**src/rtl/vga_capture.sv**
```systemverilog
// vga_capture: receive side of the VGA timing interface.
//
// Measures incoming line/frame timing from HS/VS/BLANK. It locks once two
// consecutive frames measure identically and match the expected active size.
// While locked, it recovers the pixel X/Y position and issues frame-buffer
// write strobes with the linear address Y*P_H_ACT+X.
//
// Ports:
//   iCLK, iRST          pixel clock, synchronous active-high reset
//   iVGA_HS, iVGA_VS    active-low syncs
//   iVGA_BLANK          1 = active video
//   iVGA_R/G/B          8-bit colour components
//   oWrite              one-cycle write strobe per captured pixel
//   oAddress, oData     write address (Y*P_H_ACT+X) and {R,G,B}
//   oCurrent_X/Y        position of the pixel on oData
//   oFrame_Start        pulse at each VS falling edge while locked
//   oLocked             high while timing is locked
//   oError              pulse on loss of lock
//   oH_Total, oV_Total  last measured clocks/line and lines/frame
module vga_capture #(
    parameter int P_H_ACT   = 640,
    parameter int P_V_ACT   = 480,
    parameter int P_TIMEOUT = 1000000
) (
    input  logic        iCLK,
    input  logic        iRST,
    input  logic        iVGA_HS,
    input  logic        iVGA_VS,
    input  logic        iVGA_BLANK,
    input  logic [7:0]  iVGA_R,
    input  logic [7:0]  iVGA_G,
    input  logic [7:0]  iVGA_B,
    output logic        oWrite,
    output logic [21:0] oAddress,
    output logic [23:0] oData,
    output logic [10:0] oCurrent_X,
    output logic [10:0] oCurrent_Y,
    output logic        oFrame_Start,
    output logic        oLocked,
    output logic        oError,
    output logic [11:0] oH_Total,
    output logic [10:0] oV_Total
);

    typedef enum logic [1:0] {SEARCH, MEAS1, MEAS2, LOCKED} state_t;

    localparam logic [10:0] H_ACT_L   = 11'(P_H_ACT);
    localparam logic [10:0] V_ACT_L   = 11'(P_V_ACT);
    localparam logic [21:0] H_ACT_A   = 22'(P_H_ACT);
    localparam logic [31:0] WD_LIMIT  = 32'(P_TIMEOUT);
    localparam logic [31:0] WD_REACH  = 32'(P_TIMEOUT - 1);

    function automatic logic [11:0] sat_inc12(input logic [11:0] v);
        return (v == 12'hFFF) ? v : v + 12'd1;
    endfunction

    function automatic logic [10:0] sat_inc11(input logic [10:0] v);
        return (v == 11'h7FF) ? v : v + 11'd1;
    endfunction

    // Stage 1: registered inputs
    logic        hs_p1, vs_p1, vld_p1;
    logic [23:0] rgb_p1;
    // Stage 2: delayed copies used only for edge detection
    logic        hs_p2, vs_p2, vld_p2;

    always_ff @(posedge iCLK) begin
        rgb_p1 <= {iVGA_R, iVGA_G, iVGA_B};
        if (iRST) begin
            hs_p1  <= 1'b0;
            vs_p1  <= 1'b0;
            vld_p1 <= 1'b0;
            hs_p2  <= 1'b0;
            vs_p2  <= 1'b0;
            vld_p2 <= 1'b0;
        end else begin
            hs_p1  <= iVGA_HS;
            vs_p1  <= iVGA_VS;
            vld_p1 <= iVGA_BLANK;
            hs_p2  <= hs_p1;
            vs_p2  <= vs_p1;
            vld_p2 <= vld_p1;
        end
    end

    logic hs_fall, vs_fall, line_end;
    assign hs_fall  = hs_p2 & ~hs_p1;
    assign vs_fall  = vs_p2 & ~vs_p1;
    assign line_end = vld_p2 & ~vld_p1;

    // Timing counters
    logic [11:0] h_cnt, line_len;
    logic [10:0] x_cnt, x_max, y_cnt, line_cnt;
    logic [31:0] wd_cnt;

    logic [10:0] cur_x, cur_y, x_next, y_next, x_max_next;
    logic [11:0] line_len_next;
    logic [44:0] meas;

    always_comb begin
        // An edge in the current sample resets the position before this
        // sample is placed, so the first pixel of a line/frame lands at 0.
        cur_x         = hs_fall ? 11'd0 : x_cnt;
        cur_y         = vs_fall ? 11'd0 : y_cnt;
        x_next        = vld_p1   ? sat_inc11(cur_x) : cur_x;
        y_next        = line_end ? sat_inc11(cur_y) : cur_y;
        line_len_next = hs_fall ? h_cnt : line_len;
        x_max_next    = x_max;
        if (vs_fall)
            x_max_next = x_next;
        else if (x_next > x_max)
            x_max_next = x_next;
        // Frame measurement {H, HA, V, VA} as seen at a VS falling edge.
        meas = {line_len_next, x_max, line_cnt, y_cnt};
    end

    always_ff @(posedge iCLK) begin
        if (iRST) begin
            h_cnt    <= '0;
            line_len <= '0;
            x_cnt    <= '0;
            x_max    <= '0;
            y_cnt    <= '0;
            line_cnt <= '0;
            wd_cnt   <= '0;
        end else begin
            h_cnt    <= hs_fall ? 12'd1 : sat_inc12(h_cnt);
            line_len <= line_len_next;
            x_cnt    <= x_next;
            x_max    <= x_max_next;
            y_cnt    <= y_next;
            // A coincident HS edge belongs to the frame that VS is closing
            // and is not counted into the new one.
            if (vs_fall)
                line_cnt <= '0;
            else if (hs_fall)
                line_cnt <= sat_inc11(line_cnt);
            if (vs_fall)
                wd_cnt <= '0;
            else if (wd_cnt != WD_LIMIT)
                wd_cnt <= wd_cnt + 32'd1;
        end
    end

    // Lock state machine
    state_t      state, state_next;
    logic [44:0] ref_q, ref_next;
    logic        fs_next, err_next, timeout;

    assign timeout = !vs_fall && (wd_cnt == WD_REACH);

    always_comb begin
        state_next = state;
        ref_next   = ref_q;
        fs_next    = 1'b0;
        err_next   = 1'b0;
        if (timeout && state != SEARCH) begin
            state_next = SEARCH;
            err_next   = (state == LOCKED);
        end else if (vs_fall) begin
            unique case (state)
                SEARCH: state_next = MEAS1;
                MEAS1: begin
                    ref_next   = meas;
                    state_next = MEAS2;
                end
                MEAS2: begin
                    // ref_q holds the previous frame; once it matches and the
                    // active size is right it becomes the lock reference.
                    if (meas == ref_q && x_max == H_ACT_L && y_cnt == V_ACT_L) begin
                        state_next = LOCKED;
                        fs_next    = 1'b1;
                    end else begin
                        ref_next   = meas;
                    end
                end
                LOCKED: begin
                    if (meas == ref_q) begin
                        fs_next    = 1'b1;
                    end else begin
                        err_next   = 1'b1;
                        state_next = MEAS1;
                    end
                end
                default: state_next = SEARCH;
            endcase
        end
    end

    always_ff @(posedge iCLK) begin
        if (iRST) begin
            state <= SEARCH;
            ref_q <= '0;
        end else begin
            state <= state_next;
            ref_q <= ref_next;
        end
    end

    // Capture decision and address for the stage-1 sample
    logic        wr;
    logic [21:0] addr;
    assign wr   = (state == LOCKED) && vld_p1 && (cur_x < H_ACT_L) && (cur_y < V_ACT_L);
    assign addr = 22'(cur_y) * H_ACT_A + 22'(cur_x);

    // Stage 2: registered outputs
    always_ff @(posedge iCLK) begin
        if (iRST) begin
            oWrite       <= 1'b0;
            oAddress     <= '0;
            oData        <= '0;
            oCurrent_X   <= '0;
            oCurrent_Y   <= '0;
            oFrame_Start <= 1'b0;
            oLocked      <= 1'b0;
            oError       <= 1'b0;
            oH_Total     <= '0;
            oV_Total     <= '0;
        end else begin
            oWrite       <= wr;
            oFrame_Start <= fs_next;
            oError       <= err_next;
            oLocked      <= (state_next == LOCKED);
            if (wr) begin
                oAddress   <= addr;
                oData      <= rgb_p1;
                oCurrent_X <= cur_x;
                oCurrent_Y <= cur_y;
            end
            if (vs_fall) begin
                oH_Total <= line_len_next;
                oV_Total <= line_cnt;
            end
        end
    end

endmodule

```
**config.mk**
```make
export PLATFORM = sky130hd
export DESIGN_NAME = vga_capture
export DESIGN_NICKNAME = d
export VERILOG_FILES = /design/src/rtl/vga_capture.sv
export SDC_FILE = /design/constraint.sdc
export NUM_CORES = 1
export LEC_CHECK = 0
export CORE_AREA = 5 5 214 216
export DETAILED_ROUTE_END_ITERATION = 10
export DIE_AREA = 0 0 219 221
export GPL_TIMING_DRIVEN = 0
export HOLD_SLACK_MARGIN = 0.06
export PLACE_DENSITY = 0.57
export SLEW_MARGIN = 0
export SYNTH_ARGS = -nofsm -noshare
export SYNTH_HDL_FRONTEND = slang
export SYNTH_SLANG_ARGS = --single-unit
```
**constraint.sdc**
```tcl
create_clock -name iCLK -period 4.7 [get_ports iCLK]
set_input_delay 0.94 -clock iCLK [delete_from_list [all_inputs] [get_ports iCLK]]
set_output_delay 0.94 -clock iCLK [all_outputs]
set_load 0.02 [all_outputs]
```
==> metrics.cfg <==
[status]
status = finished, final reports clean

[synthesis]
synth_fp_nets = 1425
yosysMostFrequentCell = dfxtp_1
synthCells = 1354
synth-edff-count = 0
synthArstFlopShare_pct = 0
synth_cell_types = 65
ys_ff_latch = 265
synth-seq-area-share_pct = 44.16
avgSynthCellArea_um2 = 8.872
synth.area.top_cells = dfxtp_1 (44%), xor2_1 (5.2%), nand2_1 (4.9%), mux2i_1 (4.4%), nor2_1 (4.3%)
synth_top_area_share_pct = 44.16
yosysWarnings = 0
synthTopCellsByCount = dfxtp_1 (265), nand2_1 (158), nor2_1 (137), a21oi_1 (90), nand2b_1 (74)
ys.flop_type = dfxtp_1
synth_top_cell_by_area = dfxtp_1
syn_area_um2 = 12010

[clocking]
cts_hold_buf = 0
cts_inserted_buffers = 28
cts_max_path_buffers = 3
root_buffer = clkbuf_16
htree_num_levels = 1
clk_latency_ns = 0.55
clock-sinks = 265
cts_tree = done
clk_pin_slew_ns = 0.06

[placed_design]
gp_congestion = 0.8452
io_buffers = 122
post-place-cells = 2068
place_hpwl_um = 24190
pre_cts_ws_ns = -0.7370

[grt]
overflow = 0
track_usage_pct = 13.01
grt_pass1_vias = 9705
grt_max_degree = 14
grt_pass1_wl_um = 51890
antenna_found_initial = 0

[worst_setup_path]
critPathKind = flip-flop to flip-flop
crit_arrival_ns = 4.79
end_kind = flip-flop
r2r-end = x_max[7]
worstPathRequired_ns = 5.12
crit_cells = 20
crit_chain = nand2b_4 -> buf_6 -> buf_6 -> clkbuf_4 -> nand2_1 -> inv_1 -> ha_1 -> and2_1 -> nand4_1 -> o21ai_4 -> nor3_1 -> xnor2_1 -> ha_1 -> nand4_1 -> nor3_2 -> a211o_1 -> o221ai_4 -> clkbuf_4 -> mux2i_1 -> nor2_1
r2r_setup_slack_ns = 0.33
ff2ff_path_depth = 20
path_delay_family = buffers and inverters
crit_fanout = 10
cp-start-kind = flip-flop
crit_start = hs_p1
crit_slowest_cell = dfxtp_1
critPathBufInv = 5
r2r-start = hs_p1
critPathMaxStageDelay_ns = 0.35

[route]
wl_per_cell_um = 15.16
vias = 9718
drc = 0
firstDrtPassIters = 5
drt-initial-drc-count = 401
vias_per_cell = 4.582
drtAntennaViolNets = 0
routed_wl_um = 32150

[pwr]
p_sw_mw = 1.175
p_clk_share_pct = 46.7
pwr-share-comb_pct = 7.8
p_int_mw = 3.909
ir_drop_mv = 0.2587
powerDensity_nw_per_um2 = 337.8
pwr-share-seq_pct = 45.5
leakagePower_nw = 5.530
swShare_pct = 23.12

[die]
rows = 77
initial_utilization_pct = 27.46
die_x_um = 219
die_area_um2 = 48400
core_um2 = 43740
dieHeight_um = 221
boundaryPins = 124

[hold_path]
whs_path_depth = 2
hold-path-endpoint = oData[22]
worstHoldStart = rgb_p1[22]
hold_class = flip-flop to flip-flop

[sta]
setup_viol = 0
fin_worst_skew_ns = 0.01314
fmax_mhz = 228.8
post-route-period-util_pct = 92.98
slew_headroom_pct = 30.08
final-hold-violation-count = 0
rsz0062_at_grt = false
final.setup.worst_slack_ns = 0.3301
timing.final.max_slew_violations = 0
finalCriticalPeriod_ns = 4.370
worstMarginPinSlew_ns = 1.049

[job]
drv_cap = 0

[final_layout]
instances_no_fill = 2121
drive_gt1_share_pct = 7.134
multiInputGateArea_um2 = 6255
syn_to_final_growth_pct = 25.29
finalNetCount = 1578
ff_latch_area_um2 = 5305
nFillCells = 4533

-- cell type report --
| cell class | instances | area share [%] |
|---|---|---|
| sequential | 265 | 35.25 |
| inverter | 34 | 0.8479 |
| clock inverter | 10 | 1.056 |
| buffer | 78 | 2.552 |
| clock buffer | 41 | 5.586 |
| tap | 592 | 4.921 |
| timing repair buffer | 124 | 8.214 |
| multi-input combinational | 976 | 41.56 |
| antenna | 1 | 0.01663 |
-- per-stage QoR --
step / setup TNS, ns / power (mW) / cell area [um^2] / util, % / hold WS [ns]
after floorplan: 0 / 2.607 / 12010 / - / 0.4174
after global placement: -6.832 / 2.730 / 13970 / 31.95 / 0.4212
after detailed placement: -6.382 / 2.734 / 13970 / 31.95 / 0.4274
after CTS: 0 / 5.135 / 14990 / 34.27 / 0.4359
after global routing: 0 / 5.282 / 15050 / 34.40 / 0.4514
final: 0 / 5.084 / 15050 / 34.41 / 0.4350
-- cells by family (layout without fill, tap and decap cells) --
| group | after synthesis | after routing | share of synthesized area (%) |
|---|---|---|---|
| AND/OR/NAND/NOR | 575 | 575 | 23.80 |
| multiplexers | 69 | 69 | 6.197 |
| adder cells (fa/ha/maj) | 42 | 42 | 4.500 |
| AO/OA/AOI/OAI | 179 | 179 | 9.051 |
| flip-flops | 265 | 265 | 44.16 |
| XOR/XNOR | 111 | 111 | 8.093 |
| buffers and inverters | 113 | 287 | 4.197 |
| other | 0 | 1 | 0 |
-- per-layer routing --
layer | global-route usage, % | share of wire (%)
met1 | 17.36 | 47
met2 | 20.94 | 45
met3 | 4.005 | 6.4
met4 | 2.512 | 1.9
met5 | 0 | 0
-- layout by cell type (no fill, tap or decap), types with 4 or more instances in the layout --
| master | instances |
|---|---|
| bufinv_16 | 4 |
| xnor2_1 | 39 |
| clkbuf_16 | 29 |
| xor2_1 | 72 |
| inv_1 | 34 |
| mux2i_1 | 53 |
| nor4_1 | 20 |
| clkbuf_1 | 58 |
| o21a_1 | 5 |
| nand3_1 | 33 |
| nand4_1 | 29 |
| a21oi_1 | 89 |
| dfxtp_1 | 265 |
| clkbuf_8 | 7 |
| a2111oi_0 | 5 |
| ha_1 | 40 |
| nand2_1 | 158 |
| and4_1 | 6 |
| o21ai_0 | 24 |
| buf_6 | 5 |
| buf_2 | 4 |
| mux2_4 | 7 |
| nand2b_1 | 73 |
| or3_1 | 13 |
| nor3_1 | 24 |
| and2_1 | 13 |
| and3_1 | 9 |
| nor2_1 | 137 |
| buf_4 | 12 |
| a211oi_1 | 26 |
| nor2b_1 | 38 |
| mux2_2 | 6 |
| clkdlybuf4s50_1 | 122 |
-- power by group through the flow --
stage	sequential, mW	combinational (mW)	clock [mW]
floorplan	2.36	0.248	0
global placement	2.36	0.366	0
detailed placement	2.36	0.370	0
CTS	2.31	0.379	2.44
global route	2.32	0.434	2.53
finish	2.31	0.398	2.37
-- state kept, by name (all words and copies together), names as in the netlist, 2 cells and up --
signal      cells
h_cnt          12
line_cnt       11
line_len       12
oAddress       22
oCurrent_X      4
oCurrent_Y     11
oData          24
oH_Total       12
oV_Total       11
ref_q          45
rgb_p1         24
state           2
wd_cnt         32
x_cnt          11
x_max          11
y_cnt          11
-- repair_timing --
item | in CTS | in global routing
gates resized for setup | 6 | 12
setup endpoints to repair | 15 | 12
setup buffers | 0 | 2
pin swaps | 0 | 2
-- worst register-to-register path: cells and delay by family (launching register included) --
| family | cells | cell delay [ns] |
|---|---|---|
| AOI/OAI and AO/OA | 3 | 0.89 |
| xor gates and xnor gates | 1 | 0.32 |
| adders and majority gates | 2 | 0.50 |
| buffers and inverters | 5 | 1.05 |
| DFF | 1 | 0.35 |
| muxes | 1 | 0.21 |
| and+or+nand+nor | 8 | 0.95 |
-- how the worst max path moves through the flow --
stage                to
6_report       x_max[7]
5_1_grt        x_max[5]
4_1_cts        x_max[5]
3_5_place_dp   x_max[5]
3_3_place_gp   x_max[9]
2_1_floorplan  x_max[4]
Note: power is estimated with default switching activity, not from simulation.
